--- config.mk ---
export PLATFORM = sky130hd
export DESIGN_NAME = tdm_demux_1x8_flat
export DESIGN_NICKNAME = d
export VERILOG_FILES = /design/src/rtl/tdm_demux_1x8_if.sv /design/src/rtl/tdm_demux_1x8.sv /design/src/flat_wrapper.sv
export SDC_FILE = /design/constraint.sdc
export NUM_CORES = 1
export LEC_CHECK = 0
export BUFFER_PORTS_ARGS = -buffer_cell sky130_fd_sc_hd__buf_2
export CAP_MARGIN = 5
export CORE_MARGIN = 2
export CORE_UTILIZATION = 55
export DETAILED_ROUTE_END_ITERATION = 10
export PLACE_DENSITY = 0.88
export RECOVER_POWER = 50
export SYNTH_ARGS = -nofsm -noshare
export SYNTH_HDL_FRONTEND = slang
export SYNTH_SLANG_ARGS = --single-unit
--- constraint.sdc ---
create_clock -name i_clk -period 2.4 [get_ports i_clk]
set_clock_uncertainty 0.05 [all_clocks]
set_input_delay 0 -clock i_clk [delete_from_list [all_inputs] [get_ports i_clk]]
set_output_delay 0 -clock i_clk [all_outputs]
set_load 0.05 [all_outputs]
--- src/rtl/tdm_demux_1x8_if.sv ---
// Bus bundle for the 1-to-8 TDM demultiplexer: serial input side, selects,
// and the eight registered parallel outputs with frame status.
interface tdm_demux_1x8_if;
  logic       i_din;
  logic       i_en;
  logic       i_sync;
  logic       i_mode;
  logic       i_s0;
  logic       i_s1;
  logic       i_s2;
  logic       o_o0;
  logic       o_o1;
  logic       o_o2;
  logic       o_o3;
  logic       o_o4;
  logic       o_o5;
  logic       o_o6;
  logic       o_o7;
  logic [2:0] o_slot;
  logic       o_frame_done;
  logic       o_err;

  modport master (
    output i_din, i_en, i_sync, i_mode, i_s0, i_s1, i_s2,
    input  o_o0, o_o1, o_o2, o_o3, o_o4, o_o5, o_o6, o_o7,
    input  o_slot, o_frame_done, o_err
  );

  modport slave (
    input  i_din, i_en, i_sync, i_mode, i_s0, i_s1, i_s2,
    output o_o0, o_o1, o_o2, o_o3, o_o4, o_o5, o_o6, o_o7,
    output o_slot, o_frame_done, o_err
  );
endinterface

--- src/rtl/tdm_demux_1x8.sv ---
// Sequential 1-to-8 demultiplexer: framed mode assembles 8 slots in a shadow
// register and loads all outputs at once; direct mode writes one output.
//
// state   | meaning
// ST_IDLE | waiting for an EN-qualified SYNC bit (slot 0)
// ST_RUN  | collecting slots 1..7 into the shadow register
module tdm_demux_1x8 #(
  parameter bit AUTO_RESYNC = 1'b1
) (
  input logic            i_clk,
  input logic            i_rst,
  tdm_demux_1x8_if.slave bus
);

  typedef enum logic {ST_IDLE = 1'b0, ST_RUN = 1'b1} state_t;

  state_t     r_state, w_state_nxt;
  logic [7:0] r_shadow, w_shadow_nxt;
  logic [7:0] r_out, w_out_nxt;
  logic [2:0] r_slot, w_slot_nxt;
  logic       r_done, w_done_nxt;
  logic       r_err, w_err_nxt;
  logic [2:0] w_sel;

  assign w_sel = {bus.i_s2, bus.i_s1, bus.i_s0};

  always_ff @(posedge i_clk or posedge i_rst) begin
    if (i_rst) begin
      r_state  <= ST_IDLE;
      r_shadow <= '0;
      r_out    <= '0;
      r_slot   <= '0;
      r_done   <= 1'b0;
      r_err    <= 1'b0;
    end else begin
      r_state  <= w_state_nxt;
      r_shadow <= w_shadow_nxt;
      r_out    <= w_out_nxt;
      r_slot   <= w_slot_nxt;
      r_done   <= w_done_nxt;
      r_err    <= w_err_nxt;
    end
  end

  // Direct mode always parks the framer in IDLE, which also aborts a frame.
  always_comb begin
    w_state_nxt = r_state;
    if (bus.i_mode) begin
      w_state_nxt = ST_IDLE;
    end else if (bus.i_en) begin
      case (r_state)
        ST_IDLE: if (bus.i_sync) w_state_nxt = ST_RUN;
        ST_RUN: begin
          if (bus.i_sync)
            w_state_nxt = AUTO_RESYNC ? ST_RUN : ST_IDLE;
          else if (r_slot == 3'd7)
            w_state_nxt = ST_IDLE;
        end
        default: w_state_nxt = ST_IDLE;
      endcase
    end
  end

  always_comb begin
    w_shadow_nxt = r_shadow;
    w_out_nxt    = r_out;
    w_slot_nxt   = r_slot;
    w_done_nxt   = 1'b0;
    w_err_nxt    = 1'b0;
    if (bus.i_mode) begin
      w_shadow_nxt = '0;
      w_slot_nxt   = '0;
      if (bus.i_en) w_out_nxt[w_sel] = bus.i_din;
    end else if (bus.i_en) begin
      if (r_state == ST_IDLE) begin
        if (bus.i_sync) begin
          w_shadow_nxt = {7'd0, bus.i_din};
          w_slot_nxt   = 3'd1;
        end
      end else if (bus.i_sync) begin
        // A SYNC inside RUN is always mid-frame, including on the slot-7 bit.
        w_err_nxt = 1'b1;
        if (AUTO_RESYNC) begin
          w_shadow_nxt = {7'd0, bus.i_din};
          w_slot_nxt   = 3'd1;
        end else begin
          w_shadow_nxt = '0;
          w_slot_nxt   = '0;
        end
      end else if (r_slot == 3'd7) begin
        w_out_nxt  = {bus.i_din, r_shadow[6:0]};
        w_done_nxt = 1'b1;
        w_slot_nxt = '0;
      end else begin
        w_shadow_nxt[r_slot] = bus.i_din;
        w_slot_nxt           = r_slot + 3'd1;
      end
    end
  end

  assign bus.o_o0         = r_out[0];
  assign bus.o_o1         = r_out[1];
  assign bus.o_o2         = r_out[2];
  assign bus.o_o3         = r_out[3];
  assign bus.o_o4         = r_out[4];
  assign bus.o_o5         = r_out[5];
  assign bus.o_o6         = r_out[6];
  assign bus.o_o7         = r_out[7];
  assign bus.o_slot       = r_slot;
  assign bus.o_frame_done = r_done;
  assign bus.o_err        = r_err;

endmodule

--- src/flat_wrapper.sv ---
// flat-port wrapper written by rule: the top's interface ports become plain ports
module tdm_demux_1x8_flat 
#(
  parameter bit AUTO_RESYNC = 1'b1
)
  (i_clk, i_rst, bus_i_din, bus_i_en, bus_i_sync, bus_i_mode, bus_i_s0, bus_i_s1, bus_i_s2, bus_o_o0, bus_o_o1, bus_o_o2, bus_o_o3, bus_o_o4, bus_o_o5, bus_o_o6, bus_o_o7, bus_o_slot, bus_o_frame_done, bus_o_err);
  tdm_demux_1x8_if bus_i ();
  input logic i_clk;
  input logic i_rst;
  input wire logic [$bits(bus_i.i_din)-1:0] bus_i_din;
  input wire logic [$bits(bus_i.i_en)-1:0] bus_i_en;
  input wire logic [$bits(bus_i.i_sync)-1:0] bus_i_sync;
  input wire logic [$bits(bus_i.i_mode)-1:0] bus_i_mode;
  input wire logic [$bits(bus_i.i_s0)-1:0] bus_i_s0;
  input wire logic [$bits(bus_i.i_s1)-1:0] bus_i_s1;
  input wire logic [$bits(bus_i.i_s2)-1:0] bus_i_s2;
  output wire logic [$bits(bus_i.o_o0)-1:0] bus_o_o0;
  output wire logic [$bits(bus_i.o_o1)-1:0] bus_o_o1;
  output wire logic [$bits(bus_i.o_o2)-1:0] bus_o_o2;
  output wire logic [$bits(bus_i.o_o3)-1:0] bus_o_o3;
  output wire logic [$bits(bus_i.o_o4)-1:0] bus_o_o4;
  output wire logic [$bits(bus_i.o_o5)-1:0] bus_o_o5;
  output wire logic [$bits(bus_i.o_o6)-1:0] bus_o_o6;
  output wire logic [$bits(bus_i.o_o7)-1:0] bus_o_o7;
  output wire logic [$bits(bus_i.o_slot)-1:0] bus_o_slot;
  output wire logic [$bits(bus_i.o_frame_done)-1:0] bus_o_frame_done;
  output wire logic [$bits(bus_i.o_err)-1:0] bus_o_err;
  assign bus_i.i_din = bus_i_din;
  assign bus_i.i_en = bus_i_en;
  assign bus_i.i_sync = bus_i_sync;
  assign bus_i.i_mode = bus_i_mode;
  assign bus_i.i_s0 = bus_i_s0;
  assign bus_i.i_s1 = bus_i_s1;
  assign bus_i.i_s2 = bus_i_s2;
  assign bus_o_o0 = bus_i.o_o0;
  assign bus_o_o1 = bus_i.o_o1;
  assign bus_o_o2 = bus_i.o_o2;
  assign bus_o_o3 = bus_i.o_o3;
  assign bus_o_o4 = bus_i.o_o4;
  assign bus_o_o5 = bus_i.o_o5;
  assign bus_o_o6 = bus_i.o_o6;
  assign bus_o_o7 = bus_i.o_o7;
  assign bus_o_slot = bus_i.o_slot;
  assign bus_o_frame_done = bus_i.o_frame_done;
  assign bus_o_err = bus_i.o_err;
  tdm_demux_1x8 #(.AUTO_RESYNC(AUTO_RESYNC)) u_core (.i_clk(i_clk), .i_rst(i_rst), .bus(bus_i));
endmodule
======== After elaboration in Yosys (flattened, before gate mapping) ========
Cells that the tools add are included.
storage, ports and cells
  bits in registers ....................... 22
  bits in latches ......................... 0
  RAM bits ................................ 0
  ROM bits ................................ 0
  bits of input ports ..................... 9
  output and inout bits ................... 13
  memories ................................ 0
cells by class
  add/sub/neg operators ................... 1
  $mul .................................... 0
  divide/modulo/power cells ............... 0
  magnitude comparators ................... 4
  eq/ne operators ......................... 3
  shifts and indexed selects .............. 0
  multiplexer cells ....................... 38
  bitwise logic cells ..................... 1
  reduce and logical (&&, ||, !) cells .... 9
operator list
  kind                                                                          count
  8-bit 2-to-1 mux                                                              12
  3-bit 2-to-1 mux                                                              6
  8-bit bitwise mux                                                             2
  1-bit 2-to-1 mux                                                              15
  3-bit by 4-bit less-than comparator with 1-bit output, second input constant  2
  1-bit demux with 3-bit select                                                 2
  3-bit by 1-bit >= comparator with 1-bit output, second input constant         2
  2-bit nonzero test                                                            3
  4-bit AND reduction                                                           1
  3-bit by 1-bit adder with 3-bit output, second input constant                 1
  3-bit == test, second input constant                                          1
  3-bit inequality test, second input constant                                  1
  3-bit AND reduction                                                           1
  3-bit nonzero test                                                            1
  1-bit logical AND                                                             2
  2-bit by 1-bit inequality test with 1-bit output, second input constant       1
  1-bit one-hot mux with 2 select lines                                         1
  2-bit AND reduction                                                           1
  1-bit inverter                                                                1

======== Depth between registers and ports, before layout ========
Gate-level depths: netlist (run 1).
  depth after elaboration ................. 10
  depth in mapped cells ................... 6
  gate-level depth less buffers ........... 5

======== Worst setup path before layout (run 1) ========
OpenSTA, ideal clock, no wires.
  path kind ............................... reg-to-reg
  from .................................... register u_core.r_slot[1], in the netlist u_core.bus.o_slot[1]
  to ...................................... register u_core.r_shadow[0]
  library setup time ...................... 0.128 ns
  data arrival time ....................... 2.010 ns
  data required time ...................... 2.222 ns
  setup slack ............................. 0.213 ns
  stages on the path, launching flop included .. 6
  path buffers ............................ 0
  clock period less this slack ............ 2.187 ns
  cell sequence ........................... dfrtp_1 -> ha_1 -> ha_1 -> or4_1 -> o21ai_1 -> mux2_1
on the way
  word-level cells in the longest chain between the ends .. 10
ends and longest elaborated chain
  what                                                                                                                                                  RTL line             text
  from (decl)                                                                                                                                           tdm_demux_1x8.sv:20  logic [2:0] r_slot, w_slot_nxt;
  from (signal assigned)                                                                                                                                tdm_demux_1x8.sv:39  r_slot <= w_slot_nxt;
  3-bit by 4-bit less-than comparator with 1-bit output (not written as such) / 3-bit by 1-bit >= comparator with 1-bit output (equally long branches)  tdm_demux_1x8.sv:95  w_shadow_nxt[r_slot] = bus.i_din;
  1-bit logical AND (not written as such)                                                                                                               tdm_demux_1x8.sv:95
  1-bit 2-to-1 mux (not written as such)                                                                                                                tdm_demux_1x8.sv:95
  1-bit demux with 3-bit select                                                                                                                         n/a
  8-bit bitwise mux                                                                                                                                     tdm_demux_1x8.sv:95
  8-bit 2-to-1 mux                                                                                                                                      tdm_demux_1x8.sv:90  end else if (r_slot == 3'd7) begin
  8-bit 2-to-1 mux                                                                                                                                      tdm_demux_1x8.sv:80  end else if (bus.i_sync) begin
  8-bit 2-to-1 mux                                                                                                                                      tdm_demux_1x8.sv:75  if (r_state == ST_IDLE) begin
  8-bit 2-to-1 mux                                                                                                                                      tdm_demux_1x8.sv:74  end else if (bus.i_en) begin
  8-bit 2-to-1 mux                                                                                                                                      tdm_demux_1x8.sv:70  if (bus.i_mode) begin
  to (signal assigned)                                                                                                                                  tdm_demux_1x8.sv:37  r_shadow <= w_shadow_nxt;
  to (decl)                                                                                                                                             tdm_demux_1x8.sv:18  logic [7:0] r_shadow, w_shadow_nxt;
Several ways; a longest one is shown, not always the timed one. The select of a mux whose other input is x is not followed.
A chain may end at the register's enable or synchronous reset.

======== Final worst setup path (run 1) ========
Ends and elaborated chain as after synthesis.

==> results.md, run 1 <==
* Status: finished, final reports clean
* Critical Path Start Type: flop
* Crit-path leading delay family: adder cells
* Rel. slew slack at a little under half
* Yosys cell types at between 40 and 50
* CTS tree: built
* Crit Reg-Reg Endpoint: u_core.r_shadow[0]
* Die H at 53.6 um
* Final Wtd Congestion at between 0.8 and 0.9
* Cells after DPL at around 170
* Reg2reg start: u_core.bus.o_slot[1]
* Final non-filler cell total at ~180
* Syn_area_per_cell at approximately 10 um2
* Initial Util at slightly below 60%
* Main synth FF type: dfrtp_1
* Hold wc startpoint: bus_i_din
* Num Clock Sinks at 21
* RSZ-0062 raised after global routing: no
* Final Max Slew Viols at 0
* Post-DRT Antenna Nets at 0
* DRC Markers at 0
* CP Cell Sequence: ha_1, ha_1, or4_1, o21ai_1, mux2_1
* Post-Layout Inst Area at roughly 0.0015 mm2
* CP Capture Type: flop
* PortBufs at 21
* Worst Path Buf+Inv at 0
* Total CTS buffers at 3
* FFs w/ async S/R, synth at between 90% and 100%
* Largest net degree at the start of global routing at 28
* Diode count at 0
* Core area at 0.00228 mm2
* Setup slack, reg-to-reg at 330 ps
* 1st-iter DRT viols at 25
* Register Area at between 500 and 600 um2
* # IOs at 22
* FF+latch count, synth at 21
* Post-Route WL at ~2700 um
* Worst setup endpoint: u_core.r_shadow[0]
* Clock Root Buffer: clkbuf_4
* Post-CTS Resized at 0
* Critical Path Slowest Stage Cell: dfrtp_1
* Die Wd at 53.6 um
* Critical Path Source: u_core.bus.o_slot[1]
* Most Frequent Cell on Critical Path: ha_1
* Hold Fails Final Rpt at 0
* H-tree Lvls at 1
* HPWL after DPL at about 2000 um
* Mapped Area at between 0.001 and 0.0015 mm2
* Maximum vdd ir drop at around 460 uV
* P&R area growth vs syn at 8.40%
* Design Power at ~800 uW
* Sequential area share after synthesis at between 30% and 40%
* Total grt overflow at 0
* Via count at between 1000 and 1500
* DR WL/cell at 15.5 um
* Most frequent cells in the layout: dfrtp_1 (21), buf_2 (12), inv_1 (10), clkbuf_1 (10), a22oi_1 (8)
* Worst slew pin tran at 805 ps
* Fin nets at between 150 and 200
* Via/cell ratio at around 6.2
* Synth warn at 0
* Period Utilization, post-route at 86.4%
* Worst skew pair latency at 300 ps
* Vias in the first global route at roughly 980
* Layout cells sized above 1 at approximately a fifth
* Pleak at between 0.0006 and 0.0007 uW
* Initial antenna violation count at 0
* Total track usage at 21.1%
* Post-layout min period at slightly above 2000 ps
* Cell count after synthesis at about 130
* Reg clk slew, reported paths at approximately 120 ps
* Commonest non-fill, non-tap cell in the layout: dfrtp_1
* Slowest cell delay on critical path at 490 ps
* CP required at between 2000 and 3000 ps
* Area occupied by multi-input gates at between 700 and 800 um2
* Router iterations before antenna repair at 4
* Worst setup path class: flop to flop
* Filler cells at 193
* R2R depth at 5
* Worst hold path depth at 3
* Crit. path cell count at 5
* WP data arrival at 2220 ps
* PwrDens at ~560 mW/mm2
* Die Area at 0.00288 mm2
* Post-synth EDFFs at 0
* CP Max Fanout at 12
* CTS max path bufs at 2
* Setup TNS at 0 ps
* Fmax at slightly below 0.5 GHz
* Hold crit path type: primary input to flop
* Max-capacitance violation count at 0
* # setup viols final at 0
* Placed Area at 0.00143 mm2
* First-pass GRT wire length at around 4400 um
* Cell Rows at 17
* Net count after synthesis at 144
==> worst min path at each step <==
stage	endpoint	slack, ps
2_1_floorplan	u_core.bus.o_err	-70
3_3_place_gp	u_core.r_out[6]	140
3_5_place_dp	u_core.r_shadow[6]	150
4_1_cts	u_core.r_shadow[5]	9
5_1_grt	u_core.r_shadow[5]	30
6_report	u_core.r_shadow[5]	20
==> worst reg2reg max path: cells and delay by family (launching register included) <==
kind	cells	cell delay, ps
AOI/OAI and AO/OA	1	160
adders and majority gates	2	510
and+or+nand+nor	1	430
DFF	1	490
muxes	1	330
==> final cells by class <==
class                           instances  area share [%]
Sequential cell                        21            35.8
Timing Repair Buffer                   24            8.26
Tap cell                               28            2.39
Inverter                               10            2.56
Clock buffer                            4            1.79
Multi-Input combinational cell         90            49.2
==> synthesized netlist by cell type, types with 2 or more instances <==
| cell type | n | share of area, % |
|---|---|---|
| buf_4 | 2 | 1.1 |
| mux2_2 | 4 | 3.3 |
| or3b_2 | 2 | 1.3 |
| a32o_1 | 2 | 1.5 |
| a22o_1 | 2 | 1.3 |
| mux2i_1 | 3 | 2.2 |
| and3b_1 | 4 | 2.6 |
| nand3b_1 | 6 | 3.3 |
| nor3b_1 | 6 | 3.3 |
| nand2b_1 | 2 | 0.92 |
| o22ai_1 | 4 | 1.8 |
| nor3_1 | 4 | 1.5 |
| inv_1 | 10 | 2.8 |
| nor2b_1 | 3 | 1.4 |
| ha_1 | 2 | 1.8 |
| a221oi_2 | 3 | 3.3 |
| o2bb2ai_1 | 2 | 1.3 |
| dfrtp_1 | 21 | 39 |
| nor2_1 | 6 | 1.7 |
| o32ai_1 | 2 | 1.3 |
| buf_2 | 7 | 2.6 |
| a22oi_1 | 8 | 4.4 |
| a21oi_1 | 4 | 1.5 |
| o22a_1 | 2 | 1.3 |
| nand2_1 | 4 | 1.1 |
==> sequential cells by signal, indices dropped and copies added, names as in the netlist <==
register and flops:
u_core.r_out 8, u_core.r_shadow 7, u_core.bus.o_slot 3, u_core.bus.o_err 1, u_core.bus.o_frame_done 1, u_core.r_state 1
==> timing repair <==
item / 4_1_cts / 5_1_grt
buffers inserted: 0 / 0
hold buffers: 2 / 0
endpoints found under the setup margin: 0 / 0
endpoints found under the hold margin: 23 / 0
==> where the power goes <==
| part | total [uW] | internal (uW) | switching [uW] |
|---|---|---|---|
| registers | 402 | 381 | 20.8 |
| clock network | 169 | 64.8 | 104 |
| logic | 249 | 74.4 | 175 |
| total | 820 | 521 | 299 |
==> cells by family (layout without fill, tap and decap cells) <==
family	count (synthesis)	count (layout)	synth area share [%]
buffers and inverters	22	38	7.85
adder cells (fa/ha/maj)	2	2	1.85
AND/OR/NAND/NOR	47	47	25.7
AO/OA/AOI/OAI	33	33	19.5
flip-flops	21	21	38.8
multiplexers	8	8	6.37
==> through the flow <==
stage,util [%],setup slack (ps),hold slack [ps]
detailed placement,63.0,331,150
global route,64.5,223,27.7
CTS,65.0,327,9.24
floorplan,-,213,-73.5
finish,64.5,327,16.6
global placement,63.0,407,135
==> layer usage <==
layer  track usage [%]  wire length [um]  vias up  share of wire, %
li1                  -                 -      524                 -
met1              28.6              1300      540                47
met2              33.3              1290       29                47
met3              3.06               114        6               4.2
met4              9.83                34        0               1.2
met5                 0                 0        -                 0
(Power assumes the default switching activity.)
==> inputs of run 2 (changes only) <==
==> constraint.sdc (replaced) <==
create_clock -name i_clk -period 2.4 [get_ports i_clk]
set_clock_uncertainty 0.05 [all_clocks]
set_input_delay 0.12 -clock i_clk [delete_from_list [all_inputs] [get_ports i_clk]]
set_output_delay 0.12 -clock i_clk [all_outputs]
set_load 0.05 [all_outputs]
==> run 2 against run 1 <==
  * Sequential power hardly changed
  * Via count is 0.18% lower
  * Die area stayed put
  * Non-clock buffer count is 1 lower
  * Hold slack better by 78 ps
  * Flip-flop and latch count stayed put
  * Maximum frequency is 0.50% lower
  * Critical path depth stayed put
  * Sequential share of layout area is 0.25 points higher
  * Largest cell class unchanged
==> results.md, run 2 (synthesized netlist as in run 1, its figures left out) <==
* Most Frequent Cell on Critical Path: ha_1
* CTS max path bufs at 2
* R2R depth at 5
* Final Wtd Congestion at between 0.8 and 0.9
* First-pass GRT wire length at roughly 4400 um
* RSZ-0062 raised after global routing: no
* Crit Reg-Reg Endpoint: u_core.r_shadow[0]
* Clock power share at between 20 and 25%
* Hold Path End: u_core.bus.o_err
* Maximum vdd ir drop at 461 uV
* Reg2reg start: u_core.bus.o_slot[1]
* Worst hold path depth at 2
* Crit-path leading delay family: adder cells
* Worst skew pair latency at around 300 ps
* DRC Markers at 0
* Setup TNS at 0 ps
* CP Cell Sequence: ha_1, ha_1, or4_1, o21ai_1, mux2_1
* HPWL after DPL at a little under 2000 um
* CP Max Fanout at 12
* PortBufs at 21
* Pleak at 0.000651 uW
* Internal power at around 520 uW
* Cell Rows at 17
* Num Clock Sinks at 21
* # IOs at 22
* Diode count at 0
* Initial Util at approximately three fifths
* Hold_ws at between 90 and 100 ps
* Hold wc startpoint: bus_i_sync
* Router iterations before antenna repair at 4
* Die Area at 0.00288 mm2
* Status: finished, final reports clean
* Worst setup path class: flop to flop
* Most frequent cells in the layout: dfrtp_1 (21), buf_2 (12), inv_1 (10), clkbuf_1 (10), a22oi_1 (8)
* Total track usage at a little over a fifth
* Final Max Slew Viols at 0
* Pre-CTS setup slack at 331 ps
* Via/cell ratio at approximately 6.2
* Commonest non-fill, non-tap cell in the layout: dfrtp_1
* H-tree Lvls at 1
* Hold Fails Final Rpt at 0
* PwrDens at about 560 mW/mm2
* Layout cells sized above 1 at 19.6%
* Cells after DPL at between 150 and 200
* Filler cells at between 150 and 200
* Fmax at about 0.48 GHz
* Total grt overflow at 0
* Worst slew pin tran at slightly above 800 ps
* Slowest cell delay on critical path at around 500 ps
* Hold crit path type: primary input to flop
* Period Utilization, post-route at ~87%
* Die H at 53.6 um
* Largest net degree at the start of global routing at 28
* # setup viols final at 0
* P&R area growth vs syn at 7.66%
* Total CTS buffers at 3
* Core area at between 0.002 and 0.0025 mm2
* Net Switching at 300 uW
* Design Power at 819 uW
* Fin nets at 160
* Rel. slew slack at between 40% and 50%
* Flop pwr share at slightly below 50%
* Reg clk slew, reported paths at about 120 ps
* Clock Root Buffer: clkbuf_4
* Vias in the first global route at ~980
* 1st-iter DRT viols at 25
* Largest register FFs at 8
* Die Wd at about 54 um
* Initial antenna violation count at 0
* Setup slack, reg-to-reg at about 320 ps
* Critical Path Start Type: flop
* PnR worst setup slack at roughly 320 ps
* WP data arrival at around 2200 ps
* Post-DRT Antenna Nets at 0
* Biggest register: u_core.r_out
* CP Capture Type: flop
* Post-Route WL at between 2000 and 3000 um
* CTS tree: built
* Worst Path Buf+Inv at 0
* CP required at between 2000 and 3000 ps
* Combinational power share at a little under a third
* Via count at between 1000 and 1500
* Max-capacitance violation count at 0
* Switching part of the total at between 30% and 40%
* Post-layout min period at between 2000 and 2500 ps
* DR WL/cell at roughly 15 um
* Critical Path Slowest Stage Cell: dfrtp_1
* Final non-filler cell total at 176
[run 2: routing by layer]
layer	GRT usage (%)	share of wire [%]	vias to the layer above
met4	9.83	0.84	0
met1	28.6	47	539
met3	3.06	4.6	4
li1	-	-	522
met2	33.3	48	32
met5	0	0	-
[run 2: layout make-up]
cell class | instances | area, um2 | area share (%)
Multi-Input combinational cell | 90 | 723 | 49.6
Sequential cell | 21 | 526 | 36.0
Timing Repair Buffer | 23 | 111 | 7.63
Inverter | 10 | 37.5 | 2.57
Tap cell | 28 | 35.0 | 2.40
Clock buffer | 4 | 26.3 | 1.80
[run 2: what timing repair did]
item / 4_1_cts / 5_1_grt
setup buffers: 0 / 0
resized for setup: 0 / 0
endpoints found under the hold margin: 21 / 0
hold buffers: 1 / 0
[run 2: metrics by stage]
stage               util (%)  instance area (um2)
finish                  64.1                 1460
floorplan                  -                 1360
global route            64.1                 1460
CTS                     64.6                 1470
detailed placement      63.0                 1430
global placement        63.0                 1430
[run 2: worst max-delay path by stage]
| stage | to | from | cells after the start | slack (ps) |
|---|---|---|---|---|
| floorplan | u_core.r_shadow[0] | u_core.bus.o_slot[1] | 5 | 210 |
| global placement | u_core.r_shadow[0] | u_core.bus.o_slot[1] | 5 | 410 |
| detailed placement | u_core.r_shadow[0] | u_core.bus.o_slot[1] | 5 | 330 |
| CTS | u_core.r_shadow[0] | u_core.bus.o_slot[1] | 5 | 330 |
| global route | u_core.r_shadow[0] | u_core.bus.o_slot[1] | 5 | 220 |
| finish | u_core.r_shadow[0] | u_core.bus.o_slot[1] | 5 | 320 |
[run 2: power groups by stage]
| stage | Sequential, uW | Combinational, uW | Clock [uW] |
|---|---|---|---|
| floorplan | 496 | 113 | 0 |
| global placement | 406 | 247 | 0 |
| detailed placement | 409 | 253 | 0 |
| CTS | 402 | 255 | 177 |
| global route | 407 | 267 | 190 |
| finish | 402 | 248 | 169 |
